## src/rtl/line_buffer_3x3.sv

```systemverilog
// Streaming 3x3 window generator: two line buffers plus column history, emitting
// zero-padded (pad=1) windows at stride 2. Optional o_frame_done port via LB_FRAME_DONE_EN.
module line_buffer_3x3 #(
    parameter int F = 28,
    parameter int B = 8
) (
    input  logic           i_clk,
    input  logic           i_rst,
    input  logic [B-1:0]   i_pixel,
    input  logic           i_pixel_valid,
    output logic [9*B-1:0] o_window,
    output logic           o_window_valid
`ifdef LB_FRAME_DONE_EN
    ,
    output logic           o_frame_done
`endif
);

    localparam int            CW   = $clog2(F);
    localparam logic [CW-1:0] LAST = CW'(F - 1);
    localparam logic [CW-1:0] ONE  = CW'(1);

    // lb1 holds row r-1, lb2 holds row r-2, both indexed by column
    logic [B-1:0] lb1_mem [F];
    logic [B-1:0] lb2_mem [F];

    logic [CW-1:0]  col_q, col_d;
    logic [CW-1:0]  row_q, row_d;
    logic [B-1:0]   hist_q [3][2];
    logic [B-1:0]   hist_d [3][2];
    logic [B-1:0]   new_col [3];
    logic [9*B-1:0] window_q, window_d;
    logic           window_valid_q, window_valid_d;
    logic           emit;
`ifdef LB_FRAME_DONE_EN
    logic           frame_done_q, frame_done_d;
`endif

    always_comb begin
        logic [B-1:0] elem;
        // NOTE: every always_comb output gets a default first so no path infers a latch.
        col_d          = col_q;
        row_d          = row_q;
        hist_d         = hist_q;
        window_d       = window_q;
        window_valid_d = 1'b0;
        elem           = '0;

        // Incoming column, top to bottom: rows r-2, r-1, r
        new_col[0] = lb2_mem[col_q];
        new_col[1] = lb1_mem[col_q];
        new_col[2] = i_pixel;

        emit = i_pixel_valid && row_q[0] && col_q[0];

        if (i_pixel_valid) begin
            col_d = (col_q == LAST) ? '0 : col_q + ONE;
            if (col_q == LAST) begin
                row_d = (row_q == LAST) ? '0 : row_q + ONE;
            end
            for (int r = 0; r < 3; r++) begin
                hist_d[r][0] = hist_q[r][1];
                hist_d[r][1] = new_col[r];
            end
        end

        // Top padding hides stale line-buffer rows; left padding hides the previous row's tail
        if (emit) begin
            window_valid_d = 1'b1;
            for (int r = 0; r < 3; r++) begin
                for (int c = 0; c < 3; c++) begin
                    elem = (c == 2) ? new_col[r] : hist_q[r][c];
                    if ((r == 0 && row_q == ONE) || (c == 0 && col_q == ONE)) begin
                        elem = '0;
                    end
                    window_d[(r*3+c)*B +: B] = elem;
                end
            end
        end
`ifdef LB_FRAME_DONE_EN
        frame_done_d = emit && (row_q == LAST) && (col_q == LAST);
`endif
    end

    // NOTE: sequential state uses non-blocking assignments so all flops update together.
    always_ff @(posedge i_clk) begin
        if (i_rst) begin
            col_q          <= '0;
            row_q          <= '0;
            window_q       <= '0;
            window_valid_q <= 1'b0;
`ifdef LB_FRAME_DONE_EN
            frame_done_q   <= 1'b0;
`endif
        end else begin
            col_q          <= col_d;
            row_q          <= row_d;
            window_q       <= window_d;
            window_valid_q <= window_valid_d;
`ifdef LB_FRAME_DONE_EN
            frame_done_q   <= frame_done_d;
`endif
        end
    end

    // NOTE: storage is deliberately left unreset; padding masks anything not written this frame.
    always_ff @(posedge i_clk) begin
        if (i_pixel_valid) begin
            lb2_mem[col_q] <= new_col[1];
            lb1_mem[col_q] <= i_pixel;
            hist_q         <= hist_d;
        end
    end

    assign o_window       = window_q;
    assign o_window_valid = window_valid_q;
`ifdef LB_FRAME_DONE_EN
    assign o_frame_done   = frame_done_q;
`endif

endmodule

```

## config.mk

```make
export PLATFORM = sky130hd
export DESIGN_NAME = line_buffer_3x3
export DESIGN_NICKNAME = d
export VERILOG_FILES = /design/src/rtl/line_buffer_3x3.sv
export SDC_FILE = /design/constraint.sdc
export NUM_CORES = 1
export LEC_CHECK = 0
export ABC_CLOCK_PERIOD_IN_PS = 2610
export CORE_MARGIN = 10
export CORE_UTILIZATION = 54
export CTS_CLUSTER_DIAMETER = 150
export DETAILED_ROUTE_END_ITERATION = 6
export PLACE_DENSITY_LB_ADDON = 0.25
export SLEW_MARGIN = 20
export SYNTH_ARGS = -nofsm -noshare
export SYNTH_HDL_FRONTEND = slang
export SYNTH_SLANG_ARGS = --single-unit
```

## constraint.sdc

```tcl
create_clock -name i_clk -period 2.61 [get_ports i_clk]
set_clock_uncertainty 0.2 [all_clocks]
set_input_delay 0.522 -clock i_clk [delete_from_list [all_inputs] [get_ports i_clk]]
set_output_delay 0.522 -clock i_clk [all_outputs]
set_load 0.1 [all_outputs]
```

Word level (Yosys, flattened, before mapping). Memory sizes are Yosys's and may differ from the RTL's. A register that Yosys moved wholly into a read port is not among the register bits. Index checks and enable logic that the tools add are counted.

Muxes and demuxes: 14. $add $sub $neg: 2. Reductions and logical operators: 4. Equality and inequality tests: 4.

Operators by type and width (count): 2-to-1 mux 8 bit (5); 2-to-1 mux 5 bit (6); adder 5 x 1 -> 5 bit, second input constant (2); == test 5 x 1 -> 1 bit, second input constant (2); == test 5 bit, second input constant (2); 2-to-1 mux 1 bit (3); logical AND 1 bit (2); AND reduction 2 bit (1); logical OR 1 bit (1).

Output and inout port bits: 73. Logic and storage cells: 36. Memories kept: 2. Flip-flop bits (word level): 131. Bits of input ports: 11. RAM bits: 448.

Memory list: lb1_mem (depth 28, width 8, rd ports 1, clocked after Yosys merged registers in 1, wr ports 1, line 24) `logic [B-1:0] lb1_mem [F];`; lb2_mem (depth 28, width 8, rd ports 1, clocked after Yosys merged registers in 1, wr ports 1, line 25) `logic [B-1:0] lb2_mem [F];`.

Longest topological paths before layout. Gate-level depths: netlist of the first run.

Depth after elaboration: 4. Gate-level depth with buffers: 9. Depth with buffers taken out: 6.

Least setup slack after synthesis of the first run. No wires, ideal clock.

Kind: register to register. From: register (tool-made name). To: register hist_q[18] in the netlist's numbering (data pin). Arrival time: 2073 ps. Path buffers: 4. Clock period less this slack: 2641 ps. Data required time: 2042 ps. Library setup time: 368 ps. Stages on the path, launching flop included: 9. Slack: -31 ps. Cell sequence: dfxtp_1 > buf_6 > buf_12 > buf_8 > buf_8 > mux2i_1 > a22oi_1 > a21oi_1 > o211ai_1.

RTL lines: end signal: assignment (line 111) `hist_q <= hist_d;`; end: declaration (line 29) `logic [B-1:0] hist_q [3][2];`.

==> run metrics, run 1 <==
status=finished, final reports clean; Die Height=222 um; final net count=1,486; P_int=15.3 mW; cts bufs inserted=56; CP Data Required Time=2.91 ns; Util after Layout=0.645; Setup Viol. Count Final=0; Final ANT Viol Nets=0; endpoint type of the worst setup path=register; WL/cell=26.0 um; ys flop type=edfxtp_1; CP delay by family, top=compound AO/OA/AOI/OAI gates; # clock sinks=584; htree depth=2; Mapped Avg Cell Area=17.0 um^2; hold buffer count at cts=0; ANT cells=0; initial antenna violation count=1; floorplan row count=73; Power Total=19.4 mW; Max VDD drop=579 uV; P&R area growth vs syn=17.2%; Final Hold Fails=0; global route overflow=0; layout cell share with drive strength beyond 1=0.205; max_slew headroom=0.270; Worst Path Max Fanout=30; Post-CTS Setup Inserts=0; Pwr Density=749 nW/um^2; Post-Syn Area=22,100 um^2; Initial Utilization=0.550; Reg clk slew, reported paths=0.07 ns; vias in the first global route=12,300; Synth Net Count=1,319; vias per inst=5.98; Slew @ Worst Pin=1.09 ns; HPWL Detailed=32,500 um; hold endpoint=col_q[4]; clock period minus worst slack=2.53 ns; total number of vias=12,200; Sequential Power Share=0.536; CP Buf/Inv Count=3; storage element area=16,700 um^2; CP Depth=7; Port-buffer cells=83; WHS=0.0519 ns; RSZ-0062 raised after global routing=no; Worst EP arrival=2.83 ns; DRT Wirelength=53,000 um; EDFF count, synth=496; gr usage total=0.211; count of pins over their slew limit=0; gpl congestion=0.828; CP max stage cell=mux4_2; IO Count=84; Lkg Pwr=8.53 nW; Placed Area=24,000 um^2; Clock Power Share=0.409; Reg-to-Reg End=o_window[43]; DRC viols=0; cell area after layout=25,800 um^2; Logic pwr share=0.055; first-pass GRT wire length=78,600 um; root buf cell=clkbuf_16; total core area=40,100 um^2; die area=49,300 um^2; Sw Ratio=0.211; fillers=2,710; min-delay src=i_rst; CP cell instances=buf_12 -> mux4_2 -> o21ai_1 -> buf_4 -> o211ai_2 -> buf_12 -> a22o_1; Synth cell types=41; Yosys reg bits=584; Post-Place Cells=1,935; area of the multi-input gates=5000 um^2; R2R setup slack=0.08 ns; Clk Latency, worst-skew pair=0.61 ns; die width=222 um; CP dominant cell by count=buf_12; Max Cap Viol=0; DR pass1 iterations=5; switching pwr=4.09 mW; largest stage delay on the critical path=0.55 ns; crit path kind=register to register; Max Fclk=0.394 GHz; largest buffer count on any clock path=3; ys async rst share=0; DRT iter0 DRCs=1,281; Hold WC Path Type=primary input to register; pin count of the biggest net entering global routing=60; Final Non-Filler Cells=2,038; CP Launch Type=register; hold path cells=2; TritonCTS clock tree=done; Tcrit/Tclk final=0.971; Mapped Cells=1,301; R2R cell count=7; Synth Warn #=0; register area share after synthesis=0.755
## what timing repair did
item / CTS / global route
gates resized for setup: 2 / 2
endpoints found under the setup margin: 2 / 30
pin swaps: 0 / 0
## through the flow
| step | worst slack, ns | setup TNS, ns |
|---|---|---|
| floorplan | -0.0163 | -0.472 |
| global placement | 0.0143 | 0 |
| detailed placement | -0.00688 | -0.00688 |
| CTS | 0.0169 | 0 |
| global route | 0.00163 | 0 |
| finish | 0.0751 | 0 |
## cell usage in the layout, fill, tap and decap left out, drive strengths merged, types with 2 or more instances in the layout
| master | count |
|---|---|
| clkinv | 21 |
| nor3 | 7 |
| clkdlybuf4s50 | 8 |
| nand3 | 26 |
| mux2i | 173 |
| buf | 177 |
| mux4 | 26 |
| clkbuf | 77 |
| nand2 | 83 |
| a22o | 16 |
| nor4b | 2 |
| mux2 | 5 |
| a21oi | 69 |
| and2 | 29 |
| inv | 6 |
| bufinv | 3 |
| dfxtp | 88 |
| o21ai | 11 |
| o211ai | 11 |
| a22oi | 96 |
| nor2 | 46 |
| xor2 | 5 |
| nor2b | 3 |
| a311oi | 5 |
| nand2b | 7 |
| edfxtp | 496 |
| nand4 | 3 |
| ha | 7 |
## worst max-delay path by stage
stage                     startpoint           end
after global routing        register  o_window[43]
after floorplan             register    hist_q[18]
final                       register  o_window[43]
after global placement      register  o_window[44]
after detailed placement    register  o_window[44]
after CTS                   register  o_window[45]
## cell type report
class | instances | area share
Clock buffer | 77 | 0.0617
Timing Repair Buffer | 185 | 0.0659
Multi-Input combinational cell | 637 | 0.194
Sequential cell | 584 | 0.645
Tap cell | 525 | 0.0254
Inverter | 4 | 0.000581
Clock inverter | 26 | 0.00818
## Yosys cell counts, types with 2 or more instances
cell type	number	area, um^2
edfxtp_1	496	14900
mux2i_1	173	1730
a22oi_1	96	721
dfxtp_1	88	1760
nand2_1	83	312
a21oi_1	69	345
nor2_1	45	169
clkbuf_1	31	116
and2_1	29	181
nand3_1	26	130
mux4_2	25	563
a22o_1	16	140
buf_2	15	75.1
buf_4	14	105
o21ai_1	11	55.1
ha_1	7	87.6
nand2b_1	7	43.8
nor3_1	7	35.0
buf_1	6	22.5
buf_6	6	67.6
o211ai_1	6	45.0
a311oi_2	5	75.1
mux2_2	5	56.3
o211ai_2	5	62.6
xor2_1	5	43.8
inv_1	4	15.0
nand4_1	3	18.8
nor2b_1	3	18.8
buf_8	2	30.0
nor4b_1	2	17.5
## per-layer routing
layer	part of all wire	GRT usage	vias up
met1	0.41	0.274	6226
met4	0.032	0.0743	0
met3	0.072	0.0417	89
met5	0	0	-
li1	-	-	5413
met2	0.49	0.347	451
## flip-flops by register name (all words and copies together), names as in the netlist, named ones only
register / cells
lb1_mem: 224
lb2_mem: 224
o_window: 72
hist_q: 48
col_q: 5
row_q: 5
o_window_valid: 1
## logic make-up (layout without fill, tap and decap cells)
kind of cell / count (synthesis) / in the layout / synth area share
flops: 584 / 584 / 0.755
compound gates: 210 / 210 / 0.0661
simple gates: 210 / 210 / 0.0439
mux: 204 / 204 / 0.108
buf+inv: 80 / 292 / 0.0208
fa+ha+maj: 7 / 7 / 0.00397
xor+xnor: 6 / 6 / 0.00238
## power by group through the flow
stage                     Sequential [mW]  Combinational [mW]  Clock [mW]
after floorplan                      10.6               0.553           0
after global placement               10.6                1.04           0
after detailed placement             10.6                1.07           0
after CTS                            10.4                1.07        8.01
after global routing                 10.4                1.13        8.35
final                                10.4                1.07        7.92
Power figures use the tool's default switching activity.
==> run 2: changes to the inputs <==
Settings changed: CTS_CLUSTER_SIZE set to 30.
==> run metrics, run 2 (synthesis results as in run 1) <==
R2R cell count=8; Worst Path Max Fanout=30; pin count of the biggest net entering global routing=60; floorplan row count=73; Pwr Density=638 nW/um^2; Tcrit/Tclk final=0.972; Post-CTS Setup Inserts=0; hold path cells=2; Slew @ Worst Pin=1.06 ns; Final Hold Fails=0; P&R area growth vs syn=12.0%; Final ANT Viol Nets=0; Final Non-Filler Cells=1,977; crit path kind=register to register; IO Count=84; DRT iter0 DRCs=1,195; Max Fclk=0.394 GHz; gr usage total=0.204; largest buffer count on any clock path=3; RSZ-0062 raised after global routing=no; count of pins over their slew limit=0; total number of vias=11,900; gpl congestion=0.828; cts bufs inserted=23; Initial Utilization=0.550; Post-Place Cells=1,935; DRT Wirelength=51,800 um; Max Cap Viol=0; total core area=40,100 um^2; clock period minus worst slack=2.54 ns; htree depth=1; HPWL Detailed=32,500 um; DRC viols=0; status=finished, final reports clean; commonest non-fill, non-tap cell in the layout=edfxtp_1; Setup Viol. Count Final=0; WL/cell=26.2 um; root buf cell=clkbuf_16; global route overflow=0; vias in the first global route=12,000; Die Height=222 um; DR pass1 iterations=5; Worst EP arrival=2.81 ns; first-pass GRT wire length=76,900 um; final net count=1,453; endpoint type of the worst setup path=register; die area=49,300 um^2; Power Total=15.8 mW; min-delay src=i_rst; Reg clk slew, reported paths=0.11 ns; initial antenna violation count=2; layout cell share with drive strength beyond 1=0.174; CP Launch Type=register; TritonCTS clock tree=done; die width=222 um; vias per inst=6.02; Lkg Pwr=7.95 nW; Clk Latency, worst-skew pair=0.56 ns; Max VDD drop=601 uV; Port-buffer cells=83; max_slew headroom=0.293; Hold WC Path Type=primary input to register; # clock sinks=584; CP Data Required Time=2.88 ns; commonest cells after routing, fill and taps aside=496 x edfxtp_1, 173 x mux2i_1, 151 x buf_4
-- run 2: cell type report --
cell class	instances	area, um^2
Timing Repair Buffer	185	1700
Tap cell	525	657
Sequential cell	584	16700
Fill cell	2846	15400
Clock inverter	1	16.3
Antenna cell	1	2.50
Clock buffer	40	639
Multi-Input combinational cell	637	5010
Inverter	4	15.0
-- run 2: repair_timing --
action,4_1_cts,5_1_grt
hold buffers,0,0
gates resized for setup,2,3
pin swaps,0,0
setup endpoints to repair,2,32
-- run 2: through the flow --
step                hold slack, ns  setup TNS (ns)  instance area [um^2]   util  setup WS (ns)
CTS                         0.0726               0                 24700  0.616         0.0134
global placement             0.229               0                 24000  0.599         0.0143
global route                0.0869               0                 24700  0.616        0.00126
finish                      0.0998               0                 24700  0.616         0.0727
detailed placement           0.234        -0.00688                 24000  0.599       -0.00688
floorplan                    0.226          -0.472                 22100      -        -0.0163
-- run 2: worst max-delay path, cell delays in order (launching register included) --
cell,delay (ns)
dfxtp_1,0.37
buf_4,0.22
nor2b_4,0.31
buf_12,0.22
a22oi_1,0.10
a21oi_1,0.38
o211ai_2,0.19
buf_12,0.21
a22o_1,0.22
-- run 2: per-layer routing --
| metal | part of all wire | up-vias | GRT usage |
|---|---|---|---|
| li1 | - | 5302 | - |
| met1 | 0.41 | 6146 | 0.279 |
| met2 | 0.50 | 405 | 0.344 |
| met3 | 0.069 | 52 | 0.0272 |
| met4 | 0.017 | 0 | 0.0396 |
| met5 | 0 | - | 0 |
-- run 2: where the power goes --
group / leakage (nW) / internal, mW / switching (mW)
combinational: 2.43 / 0.387 / 0.681
sequential: 5.21 / 10.3 / 0.0450
clock: 0.311 / 1.71 / 2.62
-- run 2: path summary, 6_finish.rpt --
path	end	slack [ns]
setup / recovery	o_window[46]	0.07
hold / removal	col_q[3]	0.1
setup reg to reg	o_window[46]	0.07
hold reg to reg	hist_q[15]	0.25
